## src/rtl/alarm_ctrl_if.sv

```systemverilog
// Signal bundle between the time/setter/button sources and the alarm controller.
// The master drives time, alarm, switch and buttons; the slave returns the alarm outputs.
interface alarm_ctrl_if;
  logic       tick_1hz;
  logic [3:0] ch1, ch0, cm1, cm0, cs1, cs0;
  logic [3:0] ah1, ah0, am1, am0;
  logic       alarm_en;
  logic       push_stop;
  logic       push_snooze;
  logic       buzzer;
  logic       ringing;
  logic       snoozing;
  logic [3:0] snooze_cnt;

  modport master (
    output tick_1hz, ch1, ch0, cm1, cm0, cs1, cs0, ah1, ah0, am1, am0,
           alarm_en, push_stop, push_snooze,
    input  buzzer, ringing, snoozing, snooze_cnt
  );

  modport slave (
    input  tick_1hz, ch1, ch0, cm1, cm0, cs1, cs0, ah1, ah0, am1, am0,
           alarm_en, push_stop, push_snooze,
    output buzzer, ringing, snoozing, snooze_cnt
  );
endinterface

```

## src/rtl/alarm_ctrl.sv

```systemverilog
// Alarm controller: compares alarm time to the running clock, rings the buzzer,
// and handles stop/snooze buttons plus ring and snooze timeouts on a 1 Hz tick.
module alarm_ctrl #(
  parameter int RING_SECS   = 60,
  parameter int SNOOZE_SECS = 300,
  parameter int MAX_SNOOZE  = 3
) (
  input  logic         clk,
  input  logic         reset,
  alarm_ctrl_if.slave  bus
);

  localparam logic [8:0] RING_LOAD = 9'(RING_SECS);
  localparam logic [8:0] SNZ_LOAD  = 9'(SNOOZE_SECS);
  localparam logic [3:0] SNZ_MAX   = 4'(MAX_SNOOZE);

  typedef enum logic [1:0] {
    IDLE    = 2'd0,
    RINGING = 2'd1,
    SNOOZE  = 2'd2
  } state_t;

  // Index 0 = stop, index 1 = snooze; both buttons are active-low.
  logic [1:0] btn_raw;
  logic [1:0] btn_evt;

  assign btn_raw = {bus.push_snooze, bus.push_stop};

  genvar gi;
  generate
    for (gi = 0; gi < 2; gi++) begin : g_btn
      logic sync1_q, sync2_q, hist_q, evt_q;
      logic sync1_d, sync2_d, hist_d, evt_d;

      // The event is registered so the FSM never sees a combinational button path.
      always_comb begin
        sync1_d = btn_raw[gi];
        sync2_d = sync1_q;
        hist_d  = sync2_q;
        evt_d   = hist_q & ~sync2_q;
      end

      always_ff @(posedge clk) begin
        if (reset) begin
          sync1_q <= 1'b1;
          sync2_q <= 1'b1;
          hist_q  <= 1'b1;
          evt_q   <= 1'b0;
        end else begin
          sync1_q <= sync1_d;
          sync2_q <= sync2_d;
          hist_q  <= hist_d;
          evt_q   <= evt_d;
        end
      end

      assign btn_evt[gi] = evt_q;
    end
  endgenerate

  logic stop_evt, snooze_evt, match;

  assign stop_evt   = btn_evt[0];
  assign snooze_evt = btn_evt[1];
  assign match = bus.tick_1hz
               && ({bus.ch1, bus.ch0, bus.cm1, bus.cm0} == {bus.ah1, bus.ah0, bus.am1, bus.am0})
               && ({bus.cs1, bus.cs0} == 8'h00);

  state_t     state_q, state_d;
  logic [8:0] ring_cnt_q, ring_cnt_d;
  logic [8:0] snz_cnt_q, snz_cnt_d;
  logic       buzzer_q, buzzer_d;
  logic [3:0] snooze_cnt_q, snooze_cnt_d;

  always_comb begin
    state_d      = state_q;
    ring_cnt_d   = ring_cnt_q;
    snz_cnt_d    = snz_cnt_q;
    buzzer_d     = buzzer_q;
    snooze_cnt_d = snooze_cnt_q;

    if (!bus.alarm_en) begin
      state_d  = IDLE;
      buzzer_d = 1'b0;
    end else begin
      case (state_q)
        IDLE: begin
          if (match) begin
            state_d      = RINGING;
            ring_cnt_d   = RING_LOAD;
            buzzer_d     = 1'b1;
            snooze_cnt_d = 4'd0;
          end
        end

        RINGING: begin
          if (stop_evt) begin
            state_d  = IDLE;
            buzzer_d = 1'b0;
          end else if (snooze_evt && (snooze_cnt_q < SNZ_MAX)) begin
            state_d      = SNOOZE;
            snooze_cnt_d = snooze_cnt_q + 4'd1;
            snz_cnt_d    = SNZ_LOAD;
            buzzer_d     = 1'b0;
          end else if (bus.tick_1hz && (ring_cnt_q != 9'd0)) begin
            ring_cnt_d = ring_cnt_q - 9'd1;
            buzzer_d   = ~buzzer_q;
            if (ring_cnt_q == 9'd1) begin
              state_d  = IDLE;
              buzzer_d = 1'b0;
            end
          end
        end

        SNOOZE: begin
          if (stop_evt) begin
            state_d  = IDLE;
            buzzer_d = 1'b0;
          end else if (bus.tick_1hz && (snz_cnt_q != 9'd0)) begin
            snz_cnt_d = snz_cnt_q - 9'd1;
            if (snz_cnt_q == 9'd1) begin
              state_d    = RINGING;
              ring_cnt_d = RING_LOAD;
              buzzer_d   = 1'b1;
            end
          end
        end

        default: begin
          state_d  = IDLE;
          buzzer_d = 1'b0;
        end
      endcase
    end
  end

  always_ff @(posedge clk) begin
    if (reset) begin
      state_q      <= IDLE;
      ring_cnt_q   <= 9'd0;
      snz_cnt_q    <= 9'd0;
      buzzer_q     <= 1'b0;
      snooze_cnt_q <= 4'd0;
    end else begin
      state_q      <= state_d;
      ring_cnt_q   <= ring_cnt_d;
      snz_cnt_q    <= snz_cnt_d;
      buzzer_q     <= buzzer_d;
      snooze_cnt_q <= snooze_cnt_d;
    end
  end

  assign bus.buzzer     = buzzer_q;
  assign bus.ringing    = (state_q == RINGING);
  assign bus.snoozing   = (state_q == SNOOZE);
  assign bus.snooze_cnt = snooze_cnt_q;

endmodule

```

## src/flat_wrapper.sv

```systemverilog
// flat-port wrapper written by rule: the top's interface ports become plain ports
module alarm_ctrl_flat 
#(
  parameter int RING_SECS   = 60,
  parameter int SNOOZE_SECS = 300,
  parameter int MAX_SNOOZE  = 3
)
  (clk, reset, bus_tick_1hz, bus_ch1, bus_ch0, bus_cm1, bus_cm0, bus_cs1, bus_cs0, bus_ah1, bus_ah0, bus_am1, bus_am0, bus_alarm_en, bus_push_stop, bus_push_snooze, bus_buzzer, bus_ringing, bus_snoozing, bus_snooze_cnt);
  alarm_ctrl_if bus_i ();
  input  logic clk;
  input  logic reset;
  input wire logic [$bits(bus_i.tick_1hz)-1:0] bus_tick_1hz;
  input wire logic [$bits(bus_i.ch1)-1:0] bus_ch1;
  input wire logic [$bits(bus_i.ch0)-1:0] bus_ch0;
  input wire logic [$bits(bus_i.cm1)-1:0] bus_cm1;
  input wire logic [$bits(bus_i.cm0)-1:0] bus_cm0;
  input wire logic [$bits(bus_i.cs1)-1:0] bus_cs1;
  input wire logic [$bits(bus_i.cs0)-1:0] bus_cs0;
  input wire logic [$bits(bus_i.ah1)-1:0] bus_ah1;
  input wire logic [$bits(bus_i.ah0)-1:0] bus_ah0;
  input wire logic [$bits(bus_i.am1)-1:0] bus_am1;
  input wire logic [$bits(bus_i.am0)-1:0] bus_am0;
  input wire logic [$bits(bus_i.alarm_en)-1:0] bus_alarm_en;
  input wire logic [$bits(bus_i.push_stop)-1:0] bus_push_stop;
  input wire logic [$bits(bus_i.push_snooze)-1:0] bus_push_snooze;
  output wire logic [$bits(bus_i.buzzer)-1:0] bus_buzzer;
  output wire logic [$bits(bus_i.ringing)-1:0] bus_ringing;
  output wire logic [$bits(bus_i.snoozing)-1:0] bus_snoozing;
  output wire logic [$bits(bus_i.snooze_cnt)-1:0] bus_snooze_cnt;
  assign bus_i.tick_1hz = bus_tick_1hz;
  assign bus_i.ch1 = bus_ch1;
  assign bus_i.ch0 = bus_ch0;
  assign bus_i.cm1 = bus_cm1;
  assign bus_i.cm0 = bus_cm0;
  assign bus_i.cs1 = bus_cs1;
  assign bus_i.cs0 = bus_cs0;
  assign bus_i.ah1 = bus_ah1;
  assign bus_i.ah0 = bus_ah0;
  assign bus_i.am1 = bus_am1;
  assign bus_i.am0 = bus_am0;
  assign bus_i.alarm_en = bus_alarm_en;
  assign bus_i.push_stop = bus_push_stop;
  assign bus_i.push_snooze = bus_push_snooze;
  assign bus_buzzer = bus_i.buzzer;
  assign bus_ringing = bus_i.ringing;
  assign bus_snoozing = bus_i.snoozing;
  assign bus_snooze_cnt = bus_i.snooze_cnt;
  alarm_ctrl #(.RING_SECS(RING_SECS), .SNOOZE_SECS(SNOOZE_SECS), .MAX_SNOOZE(MAX_SNOOZE)) u_core (.clk(clk), .reset(reset), .bus(bus_i));
endmodule
```

## config.mk

```make
export PLATFORM = sky130hd
export DESIGN_NAME = alarm_ctrl_flat
export DESIGN_NICKNAME = d
export VERILOG_FILES = /design/src/rtl/alarm_ctrl_if.sv /design/src/rtl/alarm_ctrl.sv /design/src/flat_wrapper.sv
export SDC_FILE = /design/constraint.sdc
export NUM_CORES = 1
export LEC_CHECK = 0
export ABC_AREA = 1
export CORE_MARGIN = 10
export CORE_UTILIZATION = 56
export CTS_BUF_LIST = sky130_fd_sc_hd__clkbuf_4
export DETAILED_ROUTE_END_ITERATION = 10
export PLACE_DENSITY_LB_ADDON = 0.25
export REMOVE_ABC_BUFFERS = 1
export SETUP_SLACK_MARGIN = 0.02
export SLEW_MARGIN = 20
export SYNTH_ARGS = -nofsm -noshare
export SYNTH_HDL_FRONTEND = slang
export SYNTH_SLANG_ARGS = --single-unit
```

## constraint.sdc

```tcl
create_clock -name clk -period 4.7 [get_ports clk]
set_input_delay 0.94 -clock clk [delete_from_list [all_inputs] [get_ports clk]]
set_output_delay 0.94 -clock clk [all_outputs]
set_load 0.03 [all_outputs]
```

==> results.py, run 1 <==
metrics = {
    "placed_design": {
        "io_buffers": 52,
        "gp_congestion": 0.854,
        "hpwl_mm": 4.36,
        "place_inst": 451,
        "dpl-instance-area_sq_mm": 0.00280,
    },
    "synth": {
        "syn_area_sq_mm": 0.00227,
        "ys_seq_area_share_pct": 29.1,
        "synthCells": 355,
        "yosys.area.top_type_share_pct": 29.1,
        "synth_warnings": 0,
        "synth_top_area_cell": "dfxtp_1",
        "ys_types": 36,
        "avgSynthCellArea_sq_um": 6.40,
        "synthTopCellsByArea": "dfxtp_1, nand2_1, nor2_1",
        "synth_seq_cells": 33,
    },
    "worst_setup_path": {
        "end_kind": "output port",
        "cp_max_fo": 11,
        "critical_path_arrival_ps": 1900,
        "critical_path_class": "reg2out",
        "r2r_slack_ps": 2730,
        "crit_path_start_kind": "flip-flop",
        "crit_required_ps": 3760,
    },
    "drt": {
        "viasPerCell": 4.97,
        "drc": 0,
        "drtIter0Drc": 213,
        "wl_per_cell_microns": 12.1,
        "vias": 2282,
        "wl_mm": 5.56,
        "drtPass1Iterations": 4,
        "ant_nets": 0,
    },
    "timing": {
        "fmax_mhz": 352,
        "final_hold_viol_count": 0,
        "min_period_ps": 2840,
        "finalSetupTns_ps": 0,
        "skew_ps": 10.3,
        "rsz0062_at_grt": "false",
        "setup_viol": 0,
        "drv_slew": 0,
        "max_slew_margin_pct": 56.2,
        "timing.final.crit_share_pct": 60.4,
        "tightest_slew_ps": 655,
    },
    "power_and_ir_drop": {
        "powerDensity_mw_per_mm2": 200,
        "power.internal_w": 0.000440,
        "power.switching_w": 0.000138,
        "power_frac_clock_pct": 38.4,
        "p_leak_nw": 1.34,
        "switching_share_pct": 23.8,
        "p_seq_share_pct": 48.9,
        "peakVddDrop_v": 0.000238,
        "power_frac_comb_pct": 12.7,
    },
    "die": {
        "die_w_microns": 83.7,
        "dieArea_sq_mm": 0.00700,
        "pin_count": 53,
        "core_sq_mm": 0.00397,
        "start_util_pct": 57.2,
        "die_height_microns": 83.7,
        "num_rows": 23,
    },
    "final_layout": {
        "layout_common_cells": "nand2_1, nor2_1, clkdlybuf4s50_1",
        "antenna_cells": 0,
        "final_common_cell": "nand2_1",
        "instances_no_fill": 459,
        "area_growth_pct": 27.1,
        "post-route-util_pct": 72.7,
        "drive_gt1_share_pct": 15.4,
        "design_area_sq_mm": 0.00289,
        "final_nets": 461,
    },
    "outcome": {
        "status": "finished, final reports clean",
    },
    "clock_tree": {
        "path_clk_slew_ps": 120,
        "postCtsHoldBufs": 0,
        "htreeDepth": 2,
        "cts-buffers-inserted": 5,
        "clockBufferDepth": 2,
        "cts.sinks": 33,
        "root_buffer": "clkbuf_4",
        "clk_latency_ps": 340,
        "cts_tree": "built",
        "cts_resized": 0,
        "post_cts_buffers": 0,
    },
    "grt": {
        "grt_antenna_before_repair": 0,
        "grt_max_degree": 20,
        "overflow": 0,
        "grt_pass1_wl_mm": 9.67,
        "track_usage_pct": 15.9,
        "grt_pass1_vias": 2133,
    },
    "worst_hold_path": {
        "hold_class": "reg2reg",
    },
    "job": {
        "max_cap_violations": 0,
    },
}
power by group through the flow:
stage	combinational [W]	sequential, W	clock, W
finish	0.0000732	0.000283	0.000222
global route	0.0000812	0.000283	0.000236
CTS	0.0000736	0.000283	0.000227
detailed placement	0.0000731	0.000289	0
global placement	0.0000715	0.000289	0
floorplan	0.0000261	0.000289	0
final timing paths:
check | from | endpoint | cells past startpoint
setup reg to reg | u_core.bus.snooze_cnt[0]$_SDFFE_PP0P_ | u_core.snz_cnt_q[4]$_SDFFE_PP0P_ | 10
hold / removal | u_core.g_btn[0].sync1_q$_SDFF_PP1_ | u_core.g_btn[0].hist_d$_SDFF_PP1_ | 1
setup / recovery | u_core.state_q[0]$_SDFFE_PP0P_ | bus_ringing | 3
hold reg to reg | u_core.g_btn[0].sync1_q$_SDFF_PP1_ | u_core.g_btn[0].hist_d$_SDFF_PP1_ | 1
per-stage QoR:
step	hold WS (ps)	total power, W	setup WS (ps)
floorplan	389	0.000315	2720
global placement	396	0.000360	2090
detailed placement	402	0.000362	2000
CTS	429	0.000584	1860
global route	439	0.000600	1770
finish	425	0.000578	1860
cells by family (layout without fill, tap and decap cells):
family / Yosys count / count (layout) / synth area share (%)
adders and majority gates: 7 / 7 / 3.86
DFF: 33 / 33 / 29.1
xor gates and xnor gates: 8 / 8 / 3.09
and+or+nand+nor: 208 / 208 / 42.7
buffers and inverters: 64 / 118 / 11.9
AOI/OAI and AO/OA: 35 / 35 / 9.37
worst max-delay path: stages (launching register included):
cell	delay (ps)
dfxtp_1	480
nand2_2	230
inv_2	160
clkdlybuf4s50_1	690
routing by layer:
layer  up-vias  routed length [microns]  global-route usage [%]
met4         0                       51                    3.50
met5         -                        0                       0
li1       1198                        -                       -
met3        12                      330                    3.71
met1       995                     2550                    19.7
met2        77                     2630                    27.1
layout make-up:
cell class              instances  area, sq um
clock buffers                   5         37.5
fillers                       324         1090
well taps                      50         62.6
multi-input cells             258         1340
repair buffers                 52          520
inverters                      58          218
clock inverters                 3         46.3
flip-flops and latches         33          661
synth_stat cells:
cell type  number
nand2_4         6
nand3b_1        1
o31ai_1         1
o21ai_1         6
buf_8           1
a31oi_2         1
nor3_1          6
nand2_2        10
a21oi_1        12
inv_1          43
clkbuf_1        2
nor3b_1         1
nand3_2         2
o21ai_2         3
dfxtp_1        33
o311ai_0        1
buf_6           2
a211oi_1        1
clkinv_1        1
o21a_1          1
ha_1            7
o21ai_0         7
nand2_1        76
xnor2_1         3
nor2_1         65
and2_1          1
xor2_1          5
nor2_2          8
a21oi_2         2
or2_2           7
nand4_1         5
inv_2          14
buf_4           1
or2_0           1
nand3_1        17
nor2_4          2
sequential cells by signal (all words and copies together) (netlist names):
register and flops:
u_core.bus.buzzer 1, u_core.bus.snooze_cnt 4, u_core.g_btn.evt_q 2, u_core.g_btn.hist_d 2, u_core.g_btn.hist_q 2, u_core.g_btn.sync1_q 2
u_core.ring_cnt_q 9, u_core.snz_cnt_q 9, u_core.state_q 2
(Power assumes the default switching activity.)
==> run 2: changes to the inputs <==
- CORE_UTILIZATION: 56 -> 52
- clock period: 4.7 -> 2.8 ns (I/O delays scaled with it)
==> run 2 against run 1 <==
Against the previous run: count of clock-buffer cells in the layout did not move; critical path depth did not move; cell area rose by 0.26%; first-iteration DRC count fell by 41%; cell count rose by 0.22%; hold slack got worse by 7.8 ps; critical endpoint unchanged.
==> results.py, run 2 (synthesis results as in run 1) <==
metrics = {
    "outcome": {
        "status": "finished, final reports clean",
    },
    "worst_setup_path": {
        "cp_max_fo": 11,
        "r2r-end": "u_core.snz_cnt_q[4]$_SDFFE_PP0P_",
        "crit_required_ps": 2240,
        "r2r_slack_ps": 880,
        "critical_path_class": "reg2out",
        "r2r-start": "u_core.bus.snooze_cnt[0]$_SDFFE_PP0P_",
        "crit_path_start_kind": "flip-flop",
        "critical_path_arrival_ps": 1890,
        "reg2regPathDepth": 10,
        "end_kind": "output port",
    },
    "final_layout": {
        "antenna_cells": 0,
        "final_nets": 462,
        "post-route-util_pct": 70.3,
        "layout_common_cells": "nand2_1, nor2_1, clkdlybuf4s50_1",
        "drive_gt1_share_pct": 15.6,
        "instances_no_fill": 460,
        "fillers": 356,
        "final_common_cell": "nand2_1",
        "area_growth_pct": 27.4,
    },
    "grt": {
        "grt_max_degree": 19,
        "grt_antenna_before_repair": 0,
        "grt_pass1_wl_mm": 9.17,
        "track_usage_pct": 14.7,
        "overflow": 0,
        "grt_pass1_vias": 2002,
    },
    "timing": {
        "drv_slew": 0,
        "fmax_mhz": 409,
        "setup_viol": 0,
        "final_hold_viol_count": 0,
        "tightest_slew_ps": 430,
        "finalSetupTns_ps": 0,
        "max_slew_margin_pct": 71.3,
        "timing.final.crit_share_pct": 87.3,
        "min_period_ps": 2450,
        "skew_ps": 7.70,
        "rsz0062_at_grt": "false",
    },
    "power_and_ir_drop": {
        "powerDensity_mw_per_mm2": 334,
        "peakVddDrop_v": 0.000428,
        "p_leak_nw": 1.35,
        "power.internal_w": 0.000740,
        "power_frac_comb_pct": 12.8,
        "power_frac_clock_pct": 38.0,
        "switching_share_pct": 23.4,
        "p_seq_share_pct": 49.1,
        "power.switching_w": 0.000226,
    },
    "die": {
        "pin_count": 53,
        "die_height_microns": 86.1,
        "num_rows": 23,
        "dieArea_sq_mm": 0.00741,
        "core_sq_mm": 0.00412,
        "die_w_microns": 86.1,
        "start_util_pct": 55.2,
    },
    "drt": {
        "drc": 0,
        "drtIter0Drc": 125,
        "wl_mm": 5.39,
        "drtPass1Iterations": 4,
        "wl_per_cell_microns": 11.7,
        "viasPerCell": 4.87,
        "ant_nets": 0,
        "vias": 2242,
    },
    "placed_design": {
        "hpwl_mm": 4.35,
        "place_inst": 452,
        "io_buffers": 52,
        "gp_congestion": 0.860,
    },
    "worst_hold_path": {
        "holdPathEnd": "u_core.g_btn[1].evt_q$_SDFF_PP0_",
        "hold_path.startpoint": "u_core.g_btn[1].hist_q$_SDFF_PP1_",
        "hold_depth": 2,
        "hold_class": "reg2reg",
    },
    "clock_tree": {
        "postCtsHoldBufs": 0,
        "root_buffer": "clkbuf_4",
        "path_clk_slew_ps": 120,
        "cts.sinks": 33,
        "cts_tree": "built",
        "htreeDepth": 2,
        "post_cts_buffers": 0,
        "cts-buffers-inserted": 5,
        "cts_resized": 0,
        "clk_latency_ps": 330,
        "clockBufferDepth": 2,
    },
    "job": {
        "max_cap_violations": 0,
    },
}
run 2: changes by cell type in the layout (fill, tap and decap cells not counted):
| cell | previous run | this run |
|---|---|---|
| buf_4 | 0 | 1 |
run 2: layout make-up:
type | instances | area (sq um) | area share (%)
Sequential cell | 33 | 661 | 22.8
Timing Repair Buffer | 53 | 528 | 18.3
Tap cell | 50 | 62.6 | 2.16
Clock inverter | 3 | 46.3 | 1.60
Inverter | 58 | 218 | 7.53
Clock buffer | 5 | 37.5 | 1.30
Multi-Input combinational cell | 258 | 1340 | 46.3
run 2: metal layers:
layer  vias to the layer above  GRT usage, %  wire, microns
li1                       1199             -              -
met1                       975          18.6           2470
met2                        62          23.9           2430
met3                         6          3.88            454
met4                         0          3.89             36
met5                         -             0              0
run 2: power by group through the flow:
stage,Combinational [W],Sequential (W),Clock [W]
after floorplan,0.0000437,0.000485,0
after global placement,0.000121,0.000485,0
after detailed placement,0.000124,0.000485,0
after CTS,0.000125,0.000475,0.000375
after global routing,0.000137,0.000475,0.000402
final,0.000124,0.000475,0.000367
run 2: worst max-delay path, stage by stage (launching register included):
cell,delay (ps)
dfxtp_1,480
nand2_2,220
inv_2,160
clkdlybuf4s50_1,690
run 2: how the worst max path moves through the flow:
stage                                             end                                   from  cells after the start
global placement    u_core.ring_cnt_q[0]$_SDFFE_PP0P_                           bus_tick_1hz                     11
global route                              bus_ringing         u_core.state_q[0]$_SDFFE_PP0P_                      3
floorplan            u_core.snz_cnt_q[4]$_SDFFE_PP0P_  u_core.bus.snooze_cnt[0]$_SDFFE_PP0P_                     10
finish                                    bus_ringing         u_core.state_q[0]$_SDFFE_PP0P_                      3
CTS                                       bus_ringing         u_core.state_q[0]$_SDFFE_PP0P_                      3
detailed placement  u_core.ring_cnt_q[0]$_SDFFE_PP0P_                           bus_tick_1hz                     11
run 2: metrics by stage:
stage	hold WS, ps	power [W]	cell area, sq um	worst slack (ps)
after floorplan	389	0.000529	2220	1110
after global placement	396	0.000606	2810	579
after detailed placement	399	0.000609	2810	485
after CTS	419	0.000974	2890	345
after global routing	433	0.00101	2890	273
final	417	0.000966	2890	355
